--- src/rtl/aibcr3_dll_phdet_resp.sv ---
// DLL phase-detector responder: synchronizes the comparator sample,
// majority-votes it over a bounded window and returns up/down with deadband.
module aibcr3_dll_phdet_resp #(
  parameter int WIN    = 8,
  parameter int HYST   = 1,
  parameter int SETTLE = 2,
  parameter int CW     = $clog2(WIN+1)
) (
  input  logic          clk_pll,
  input  logic          rst_pll,
  input  logic          dll_phdet_reset_n,
  input  logic          launch,
  input  logic          measure,
  input  logic          pd_sample,
  output logic          t_up,
  output logic          t_down,
  output logic          pd_valid,
  output logic          pd_busy,
  output logic [CW-1:0] pd_ones,
  output logic          pd_empty
);

  localparam int SW = $clog2(SETTLE+1);
  localparam int DW = CW + 2;

  typedef enum logic [1:0] {
    IDLE,
    SETL,
    ACCUM,
    DECIDE
  } state_t;

  state_t        state;
  logic          s1;
  logic          s_q;
  logic          launch_q;
  logic          lrise;
  logic [SW-1:0] scnt;
  logic [CW-1:0] ones;
  logic [CW-1:0] total;
  logic [DW-1:0] ones2;
  logic [DW-1:0] tot_w;
  logic [DW-1:0] hyst2;
  logic          up_c;
  logic          down_c;

  assign lrise = launch & ~launch_q;

  // Decision at widened width so 2*ones + 2*HYST never wraps
  always_comb begin
    ones2  = DW'(ones) << 1;
    tot_w  = DW'(total);
    hyst2  = DW'(2 * HYST);
    up_c   = ones2 > (tot_w + hyst2);
    down_c = (ones2 + hyst2) < tot_w;
  end

  // Two-flop sample synchronizer and launch edge register
  always_ff @(posedge clk_pll or posedge rst_pll) begin
    if (rst_pll) begin
      s1       <= 1'b0;
      s_q      <= 1'b0;
      launch_q <= 1'b0;
    end else if (!dll_phdet_reset_n) begin
      s1       <= 1'b0;
      s_q      <= 1'b0;
      launch_q <= 1'b0;
    end else begin
      s1       <= pd_sample;
      s_q      <= s1;
      launch_q <= launch;
    end
  end

  // Measurement FSM; a launch edge in any state restarts the window
  always_ff @(posedge clk_pll or posedge rst_pll) begin
    if (rst_pll) begin
      state    <= IDLE;
      scnt     <= '0;
      ones     <= '0;
      total    <= '0;
      t_up     <= 1'b0;
      t_down   <= 1'b0;
      pd_valid <= 1'b0;
      pd_busy  <= 1'b0;
      pd_ones  <= '0;
      pd_empty <= 1'b0;
    end else if (!dll_phdet_reset_n) begin
      state    <= IDLE;
      scnt     <= '0;
      ones     <= '0;
      total    <= '0;
      t_up     <= 1'b0;
      t_down   <= 1'b0;
      pd_valid <= 1'b0;
      pd_busy  <= 1'b0;
      pd_ones  <= '0;
      pd_empty <= 1'b0;
    end else begin
      pd_valid <= 1'b0;
      if (lrise) begin
        state   <= SETL;
        scnt    <= SW'(SETTLE - 1);
        ones    <= '0;
        total   <= '0;
        pd_busy <= 1'b1;
      end else begin
        unique case (state)
          IDLE: ;
          SETL: begin
            if (scnt == '0) state <= ACCUM;
            else            scnt  <= scnt - SW'(1);
          end
          ACCUM: begin
            if (measure) begin
              total <= total + CW'(1);
              ones  <= ones + CW'(s_q);
              if (total + CW'(1) == CW'(WIN))
                state <= DECIDE;
            end else if (total != '0) begin
              state <= DECIDE;
            end
          end
          DECIDE: begin
            t_up     <= up_c;
            t_down   <= down_c;
            pd_ones  <= ones;
            pd_empty <= (total == '0);
            pd_valid <= 1'b1;
            pd_busy  <= 1'b0;
            state    <= IDLE;
          end
          default: state <= IDLE;
        endcase
      end
    end
  end

endmodule

--- config.mk ---
export PLATFORM = sky130hd
export DESIGN_NAME = aibcr3_dll_phdet_resp
export DESIGN_NICKNAME = d
export VERILOG_FILES = /design/src/rtl/aibcr3_dll_phdet_resp.sv
export SDC_FILE = /design/constraint.sdc
export NUM_CORES = 1
export LEC_CHECK = 0
export ABC_AREA = 1
export BUFFER_PORTS_ARGS = -buffer_cell sky130_fd_sc_hd__buf_4
export CAP_MARGIN = 20
export CORE_UTILIZATION = 35
export DETAILED_ROUTE_END_ITERATION = 16
export PLACE_DENSITY_LB_ADDON = 0.1
export SLEW_MARGIN = 20
export SYNTH_ARGS = -nofsm -noshare
export SYNTH_HDL_FRONTEND = slang
export SYNTH_SLANG_ARGS = --single-unit
--- constraint.sdc ---
create_clock -name clk_pll -period 4.6 [get_ports clk_pll]
set_input_delay 0.46 -clock clk_pll [delete_from_list [all_inputs] [get_ports clk_pll]]
set_output_delay 0.46 -clock clk_pll [all_outputs]
set_load 0.1 [all_outputs]
==> results of run 1 <==
[layout by cell type (no fill, tap or decap), types with 2 or more instances in the layout]
cell type,instances
inv_1,28
nand2_1,45
nor2_1,5
a21oi_2,4
nand3_1,17
buf_4,14
ha_1,14
dfrtp_1,24
clkbuf_8,3
o21ai_2,3
o21ai_0,12
a21oi_1,2
[worst min path at each step]
stage | endpoint | slack, ps | from | depth (start not counted)
after floorplan | s_q | 410 | s1 | 2
after global placement | s_q | 430 | s1 | 2
after detailed placement | s_q | 430 | s1 | 2
after CTS | s1 | 370 | pd_sample | 3
after global routing | pd_ones[1] | 210 | rst_pll | 2
final | pd_ones[1] | 190 | rst_pll | 2
[cell type report]
cell class | instances | area share [%]
multi-input combinational | 113 | 41.1
inverter | 30 | 6.79
sequential | 24 | 36.2
tap | 48 | 3.62
timing repair buffer | 15 | 8.00
clock buffer | 3 | 2.49
clock inverter | 1 | 1.81
[kinds of logic (layout without fill, tap and decap cells)]
group / after synthesis / count (layout)
AND/OR/NAND/NOR: 74 / 74
buffers and inverters: 31 / 49
flip-flops: 24 / 24
AO/OA/AOI/OAI: 23 / 23
adder cells (fa/ha/maj): 14 / 14
XOR/XNOR: 2 / 2
[metal layers]
metal / vias up / share of wire (%)
met2: 15 / 44
li1: 576 / -
met3: 5 / 3.1
met1: 499 / 51
met4: 0 / 1.5
met5: - / 0
[power groups by stage]
stage | logic, uW | clock network [uW] | registers [uW]
2_1_floorplan | 32.1 | 0 | 236
3_3_place_gp | 55.6 | 0 | 226
3_5_place_dp | 55.6 | 0 | 226
4_1_cts | 55.8 | 194 | 222
5_1_grt | 64.5 | 202 | 223
6_report | 57.7 | 185 | 222
[registers in the layout (all words and copies together), names as in the netlist]
signal and flops:
s1 1, s_q 1, pd_valid 1, t_up 1, pd_busy 1, pd_empty 1, launch_q 1, total 4
t_down 1, ones 4, pd_ones 4, scnt 2, state 2
[worst max-delay path, cell delays in order (launching register included)]
cell     delay, ps
dfrtp_1        430
ha_1           300
inv_1           40
ha_1           290
nand2_1         60
inv_1           30
o21ai_0        130
nand2_1         70
nand3_1         60
nand2_1         50
[through the flow]
stage / cell area, um^2 / hold slack, ps / util [%] / total power (uW) / setup WS, ps
2_1_floorplan: 1410 / 412 / - / 268 / 3140
3_3_place_gp: 1560 / 427 / 41.3 / 282 / 3100
3_5_place_dp: 1560 / 425 / 41.3 / 282 / 3050
4_1_cts: 1630 / 368 / 43.2 / 472 / 3030
5_1_grt: 1660 / 211 / 44.0 / 489 / 2920
6_report: 1660 / 189 / 44.0 / 465 / 3040
==> flow_summary.json, run 1 <==
{
  "cts_tree": "yes",
  "cts_buffer_depth": 2,
  "setup.worst_path.end_class": "flop",
  "grt_pass1_wl_um": 4540,
  "hp-class": "in2async",
  "syn_to_final_growth_pct": 17.7,
  "avgViaCountPerCell": 4.68,
  "post_cts_resized": 0,
  "gp_congestion": 0.782,
  "crit_start": "total[1]",
  "finalHoldViolCount": 0,
  "grt_setup_unrepaired": "no",
  "pwr_density_cell_nw_per_um2": 281,
  "syn_avg_cell_area_um2": 8.39,
  "postRouteAntennaNets": 0,
  "finalCriticalPeriod_ps": 1560,
  "worstPathArrival_ps": 1730,
  "drc_errors": 0,
  "multiInputGateArea_um2": 681,
  "vdd_drop_max_mv": 0.182,
  "top_usage_layer": "met2",
  "cellLeakagePower_uw": 0.000877,
  "skew_ps": 4.25,
  "h-tree-depth": 1,
  "synth_compound_area_share_pct": 10.3,
  "cts_buffers": 3,
  "use_met2_pct": 22.2,
  "p_seq_share_pct": 47.7,
  "r2r_setup_slack_ps": 3040,
  "dp_hpwl_um": 2020,
  "drv_slew": 0,
  "synthFlopType": "dfrtp_1",
  "postSynthCellCount": 168,
  "r2r_cells": 9,
  "first_global_vias": 981,
  "numPortBuffers": 14,
  "synth_mux_area_share_pct": 0,
  "rows": 22,
  "synth_cell_type_count": 24,
  "use_met1_pct": 19.1,
  "synth.top_cell.area_share_pct": 42.6,
  "crit_path_start_kind": "flop",
  "clkLatencyLatePin_ps": 270,
  "seq_area_frac_synth_pct": 42.6,
  "maxSlewHeadroom_pct": 69.4,
  "seqCellArea_um2": 601,
  "tightest_slew_ps": 455,
  "placed_cells": 229,
  "power_switching_uw": 114,
  "hold_buffers": 0,
  "dr.pass1.iters": 4,
  "synth_xor_area_share_pct": 1.24,
  "track_usage_pct": 14.2,
  "ioPinCount": 15,
  "nNetsFinal": 207,
  "die_w_um": 65.4,
  "synth-edff-count": 0,
  "finalSetupViolations": 0,
  "synth_top_family_by_area": "simple AND/OR/NAND/NOR gates",
  "grt_max_degree": 25,
  "clock.fmax_mhz": 640,
  "cts_setup_buffers": 0,
  "totalWireLength_um": 2650,
  "async_reset_ff_share_pct": 100,
  "p_int_uw": 351,
  "antenna_found_initial": 0,
  "yosysWarnings": 0,
  "syn_area_um2": 1410,
  "timing.rr.start": "total[1]",
  "drv_cap": 0,
  "path_class": "reg2reg",
  "n_antenna_cell": 0,
  "initial_core_util_pct": 37.4,
  "sw_frac_of_total_pct": 24.5,
  "clk_pin_slew_ps": 90,
  "pwr-share-clk_pct": 39.9,
  "met3_usage_pct": 3.65,
  "yosys.area.top_type": "dfrtp_1",
  "fin_crit_sh_pct": 33.9,
  "synth-seq-cells": 24,
  "wl_per_cell_um": 11.3,
  "via_count": 1095,
  "cts_sinks": 24,
  "synthAdderAreaFrac_pct": 12.4,
  "drive_gt1_share_pct": 16.7,
  "syn_nets": 188,
  "final_cells": 234,
  "cp_max_fo": 5,
  "worstPathRequired_ps": 4770,
  "worstSetupEndpoint": "t_up",
  "die_h_um": 65.4,
  "tns_ps": 0,
  "pwr-share-comb_pct": 12.4,
  "synth-simple-area-share_pct": 24.3,
  "grt_overflow": 0,
  "fillers": 391,
  "reg2reg_to": "t_up",
  "status": "complete, no violations",
  "yosysMostFrequentCell": "nand2_1",
  "fp.dieArea_um2": 4280,
  "fp.coreArea_um2": 3770,
  "drtIter0Drc": 40,
  "synth_area_leaders": "dfrtp_1 (43%), ha_1 (12%), nand2_1 (12%), inv_1 (7.5%), nand3_1 (6.0%)",
  "cts_root_buf": "clkbuf_8",
  "synth.top_cells.by_count": "nand2_1 (45), inv_1 (28), dfrtp_1 (24), nand3_1 (17), ha_1 (14)"
}
No activity file was read; power rests on OpenSTA's default activity.
==> run 2: changes to the inputs <==
--- a/config.mk
+++ b/config.mk
@@ -5,7 +5,7 @@
 export SDC_FILE = /design/constraint.sdc
 export NUM_CORES = 1
 export LEC_CHECK = 0
-export ABC_AREA = 1
+export ABC_AREA = 0
 export BUFFER_PORTS_ARGS = -buffer_cell sky130_fd_sc_hd__buf_4
 export CAP_MARGIN = 20
 export CORE_UTILIZATION = 35
==> constraint.sdc (replaced) <==
create_clock -name clk_pll -period 1.49 [get_ports clk_pll]
set_input_delay 0.149 -clock clk_pll [delete_from_list [all_inputs] [get_ports clk_pll]]
set_output_delay 0.149 -clock clk_pll [all_outputs]
set_load 0.1 [all_outputs]
==> run 2 against run 1 <==
- the flow now finishes with violations (negative setup slack)
- die area decreased by 6.3%
- fmax rose by 2.0%
- wire length grew 1.5%
- flip-flop and latch count stayed put
- core utilization increased by 6.4 points
- critical path depth is 3 lower
- count of clock-buffer cells in the layout is the same
- combinational power is 110% higher
- global-route usage increased by 1.9 points
- worst setup slack got worse by 3100 ps
- critical path type unchanged
==> flow_summary.json, run 2 <==
{
  "whs_ps": 84.1,
  "status": "finished with violations",
  "p_total_uw": 1380,
  "setup.worst_path.end_class": "flop",
  "fin_crit_sh_pct": 103,
  "cts_buffers": 3,
  "drv_cap": 0,
  "syn_to_final_growth_pct": 32.7,
  "tightest_slew_ps": 310,
  "skew_ps": 3.12,
  "r2r_setup_slack_ps": -40,
  "tns_ps": -76.9,
  "finalHoldViolCount": 0,
  "numPortBuffers": 14,
  "vdd_drop_max_mv": 0.337,
  "final_cells": 200,
  "cp_max_fo": 4,
  "drv_slew": 0,
  "antenna_found_initial": 0,
  "finalCriticalPeriod_ps": 1530,
  "cts_buffer_depth": 2,
  "worstPathArrival_ps": 1700,
  "crit_path_start_kind": "flop",
  "yosysWarnings": 0,
  "nNetsFinal": 175,
  "grt_setup_unrepaired": "yes",
  "synth-edff-count": 0,
  "clock.fmax_mhz": 653,
  "pwr_density_cell_nw_per_um2": 787,
  "fp.dieArea_um2": 4010,
  "cts_sinks": 24,
  "hp-class": "in2reg",
  "avgViaCountPerCell": 4.87,
  "grt_max_degree": 25,
  "dp_hpwl_um": 2030,
  "synth.top_cells.by_count": "dfrtp_1 (24), ha_1 (14), inv_1 (10), nor2_1 (8), a21oi_1 (6)",
  "cellLeakagePower_uw": 0.000842,
  "path_class": "reg2reg",
  "yosysMostFrequentCell": "dfrtp_1",
  "h-tree-depth": 1,
  "timing.rr.start": "total[1]",
  "crit_start": "total[1]",
  "cts_root_buf": "clkbuf_8",
  "met3_usage_pct": 2.17,
  "final_common_cell": "buf_4",
  "synth_area_leaders": "dfrtp_1 (46%), ha_1 (13%), a22o_1 (3.3%), mux2i_1 (3.0%), inv_1 (2.8%)",
  "totalWireLength_um": 2690,
  "drive_gt1_share_pct": 33.1,
  "use_met2_pct": 28.5,
  "seq_area_frac_synth_pct": 45.6,
  "cts_tree": "yes",
  "async_reset_ff_share_pct": 100,
  "finalSetupViolations": 2,
  "maxSlewHeadroom_pct": 79.3,
  "syn_area_um2": 1320,
  "ioPinCount": 15,
  "initial_core_util_pct": 38.0,
  "rows": 21,
  "gp_congestion": 0.753,
  "fp.coreArea_um2": 3470,
  "first_global_vias": 1108,
  "violations": "negative setup slack",
  "synth_cell_type_count": 33,
  "grt_overflow": 0,
  "worstPathRequired_ps": 1660,
  "postRouteAntennaNets": 0,
  "die_w_um": 63.4,
  "track_usage_pct": 16.1,
  "postSynthCellCount": 120,
  "largestRegisters": "ones (4), pd_ones (4), total (4)",
  "drc_errors": 0,
  "clkLatencyLatePin_ps": 270,
  "yosys.area.top_type": "dfrtp_1",
  "wl_per_cell_um": 13.5,
  "top_usage_layer": "met2",
  "die_h_um": 63.4,
  "drtIter0Drc": 26,
  "fillers": 333,
  "grt_pass1_wl_um": 4960,
  "placed_cells": 195,
  "hp-start": "pd_sample",
  "syn_nets": 140,
  "via_count": 973,
  "clk_pin_slew_ps": 90,
  "syn_avg_cell_area_um2": 11.0,
  "n_antenna_cell": 0,
  "worst_slack_ps": -40.7,
  "synth-seq-cells": 24,
  "synthFlopType": "dfrtp_1",
  "synth.top_cell.area_share_pct": 45.6,
  "dr.pass1.iters": 4,
  "final_cell_mix": "buf_4 (31), dfrtp_1 (21), ha_1 (10)",
  "use_met1_pct": 19.3
}
-- run 2: metal layers --
metal | part of all wire [%] | up-vias
met5 | 0 | -
met4 | 1.7 | 0
met3 | 2.3 | 5
met2 | 48 | 13
met1 | 48 | 462
li1 | - | 493
-- run 2: what timing repair did --
action                     4_1_cts  5_1_grt
setup endpoints to repair        3        6
pin swaps                        6        0
buffers inserted                 0        0
hold endpoints to repair        24        0
resized for setup                1        5
hold buffers                     1        0
-- run 2: area by class of cell --
type,instances,area [um^2],area share (%)
repair buffers,32,243,13.9
flip-flops and latches,24,604,34.6
clock buffers,3,41.3,2.36
well taps,46,57.6,3.29
multi-input cells,84,734,42.0
inverters,10,37.5,2.15
clock inverters,1,30.0,1.72
-- run 2: path summary, 6_finish.rpt --
kind | endpoint | cells after the start
worst max-delay path | t_up | 6
worst min-delay path | s1 | 2
worst max register to register | t_up | 6
worst min register to register | s_q | 1
max in group asynchronous | total[1] | 4
min in group asynchronous | pd_busy | 4
-- run 2: worst max-delay path: stages (launching register included) --
cell and delay, ps:
dfrtp_2 450, ha_4 170, xnor2_1 120, ha_1 310, nand2_1 60, o21ai_1 60
a32o_1 250
-- run 2: through the flow --
stage                     worst slack [ps]  area (um^2)  util (%)
after global placement               -72.7         1640      47.4
after floorplan                      -11.7         1360         -
final                                -40.7         1750      50.4
after detailed placement             -44.1         1640      47.4
after CTS                            -43.8         1730      49.7
after global routing                  -118         1750      50.4
-- run 2: cells by family after synthesis --
| kind of cell | after synthesis | synth area share (%) |
|---|---|---|
| AND/OR/NAND/NOR | 36 | 17.0 |
| adder cells (fa/ha/maj) | 14 | 13.3 |
| buffers and inverters | 12 | 3.51 |
| AO/OA/AOI/OAI | 23 | 12.7 |
| XOR/XNOR | 6 | 3.99 |
| multiplexers | 5 | 3.89 |
| flip-flops | 24 | 45.6 |
-- run 2: where the power goes --
group	internal [uW]	switching [uW]
logic	49.0	71.8
clock network	360	223
registers	663	8.42
==> run 3: changes to the inputs <==
==> constraint.sdc (replaced) <==
create_clock -name clk_pll -period 1.49 [get_ports clk_pll]
set_input_delay 0.447 -clock clk_pll [delete_from_list [all_inputs] [get_ports clk_pll]]
set_output_delay 0.447 -clock clk_pll [all_outputs]
set_load 0.1 [all_outputs]
==> run 3 against run 2 <==
- the flow still finishes with violations (negative setup slack)
- critical path depth stayed put
- core utilization is 0.65 points lower
- sequential power hardly changed
- clock skew is 0.92 ps higher
- global-route usage is 1.1 points lower
- flip-flop and latch count stayed put
- clock power is 22% lower
- non-clock buffer count is 1 lower
- fmax is 0.89% lower
- die area stayed put
- combinational power is 3% higher
- first-iteration DRC count is 23% higher
- critical path type unchanged
- largest cell class unchanged
- highest routed layer unchanged
==> flow_summary.json, run 3 (same netlist as run 2, synthesis figures left out) <==
{
  "status": "finished with violations",
  "violations": "negative setup slack",
  "fp.coreArea_um2": 3470,
  "drive_gt1_share_pct": 32.0,
  "cp_max_fo": 4,
  "worst_slack_ps": -54.4,
  "track_usage_pct": 15.0,
  "rows": 21,
  "syn_to_final_growth_pct": 31.0,
  "grt_overflow": 0,
  "avgViaCountPerCell": 4.94,
  "initial_core_util_pct": 38.0,
  "finalHoldViolCount": 0,
  "finalCriticalPeriod_ps": 1540,
  "seqCellArea_um2": 603,
  "multiInputGateArea_um2": 727,
  "hp-class": "in2async",
  "crit_start": "ones[0]",
  "finalSetupViolations": 2,
  "met3_usage_pct": 1.63,
  "worstPathRequired_ps": 1650,
  "ioPinCount": 15,
  "grt_max_degree": 25,
  "antenna_found_initial": 0,
  "gp_congestion": 0.740,
  "fillers": 335,
  "fin_crit_sh_pct": 104,
  "cts_tree": "yes",
  "cellLeakagePower_uw": 0.000835,
  "final_common_cell": "buf_4",
  "vdd_drop_max_mv": 0.410,
  "via_count": 983,
  "pwr_density_cell_nw_per_um2": 724,
  "drv_cap": 0,
  "die_h_um": 63.4,
  "timing.rr.start": "ones[0]",
  "clk_pin_slew_ps": 90,
  "use_met1_pct": 20.2,
  "cts_setup_buffers": 0,
  "numPortBuffers": 14,
  "first_global_vias": 1021,
  "cts_root_buf": "clkbuf_8",
  "dp_hpwl_um": 2040,
  "die_w_um": 63.4,
  "dr.pass1.iters": 4,
  "maxSlewHeadroom_pct": 66.3,
  "cts_buffer_depth": 2,
  "totalWireLength_um": 2660,
  "n_antenna_cell": 0,
  "path_class": "reg2reg",
  "r2r_setup_slack_ps": -50,
  "use_met2_pct": 24.7,
  "grt_setup_unrepaired": "yes",
  "drc_errors": 0,
  "top_usage_layer": "met2",
  "worstPathArrival_ps": 1710,
  "post-place-ws_ps": -47.8,
  "clock.fmax_mhz": 647,
  "nNetsFinal": 174,
  "h-tree-depth": 1,
  "postRouteAntennaNets": 0,
  "cts_buffers": 3,
  "tightest_slew_ps": 505,
  "fp.dieArea_um2": 4010,
  "grt_pass1_wl_um": 4710,
  "largestRegisters": "ones (4), pd_ones (4), total (4)",
  "skew_ps": 4.04,
  "fin_util_pct": 49.7,
  "drv_slew": 0,
  "wl_per_cell_um": 13.4,
  "p_total_uw": 1250,
  "final_cell_mix": "buf_4 (30), dfrtp_1 (22), ha_1 (11)",
  "cts_sinks": 24,
  "drtIter0Drc": 32,
  "crit_path_start_kind": "flop",
  "clkLatencyLatePin_ps": 270,
  "setup.worst_path.end_class": "flop"
}
## run 3: cell count changes in the layout (fill, tap and decap cells not counted), sizes merged
| cell | previous run | this run |
|---|---|---|
| clkbuf | 3 | 4 |
| bufinv | 1 | 0 |
| dlygate4sd3 | 1 | 0 |
## run 3: routing by layer
layer  routed length [um]  share of wire (%)
met1                 1290                 48
met2                 1260                 47
met3                   89                3.3
met4                   28                1.1
met5                    0                  0
## run 3: critical path: stages, from the launching register on
cell     delay (ps)
dfrtp_1         440
ha_4            180
xor2_1          140
ha_1            290
o21a_1          110
o31ai_1          60
a32o_1          210
## run 3: layout make-up
class,instances,share of cell area [%]
Multi-Input combinational cell,84,42.1
Sequential cell,24,35.0
Timing Repair Buffer,31,14.2
Tap cell,46,3.34
Clock buffer,4,3.19
Inverter,10,2.18
## run 3: per-stage QoR
step,TNS [ps],std cells,cell area (um^2),hold slack [ps]
3_5_place_dp,-117,195,1660,458
3_3_place_gp,-82.6,195,1660,445
4_1_cts,-82.1,199,1720,227
2_1_floorplan,-12.9,120,1360,434
6_report,-87.7,199,1730,212
5_1_grt,-284,199,1730,241
## run 3: timing repair
item | in CTS | in global routing
pin swaps | 4 | 1
gates resized for setup | 1 | 2
setup endpoints to repair | 3 | 3
hold buffers | 0 | 0
## run 3: final timing paths
path                       cells past startpoint          to
min reg2reg                                    1         s_q
min in group clk_pll                           2    launch_q
max in group asynchronous                      3    total[1]
min                                            3  pd_ones[0]
max reg2reg                                    6      t_down
max                                            6      t_down
## run 3: report_power, final
group,switching [uW],internal (uW),total [uW]
clock network,216,236,453
registers,8.02,663,671
logic,74.2,50.7,125
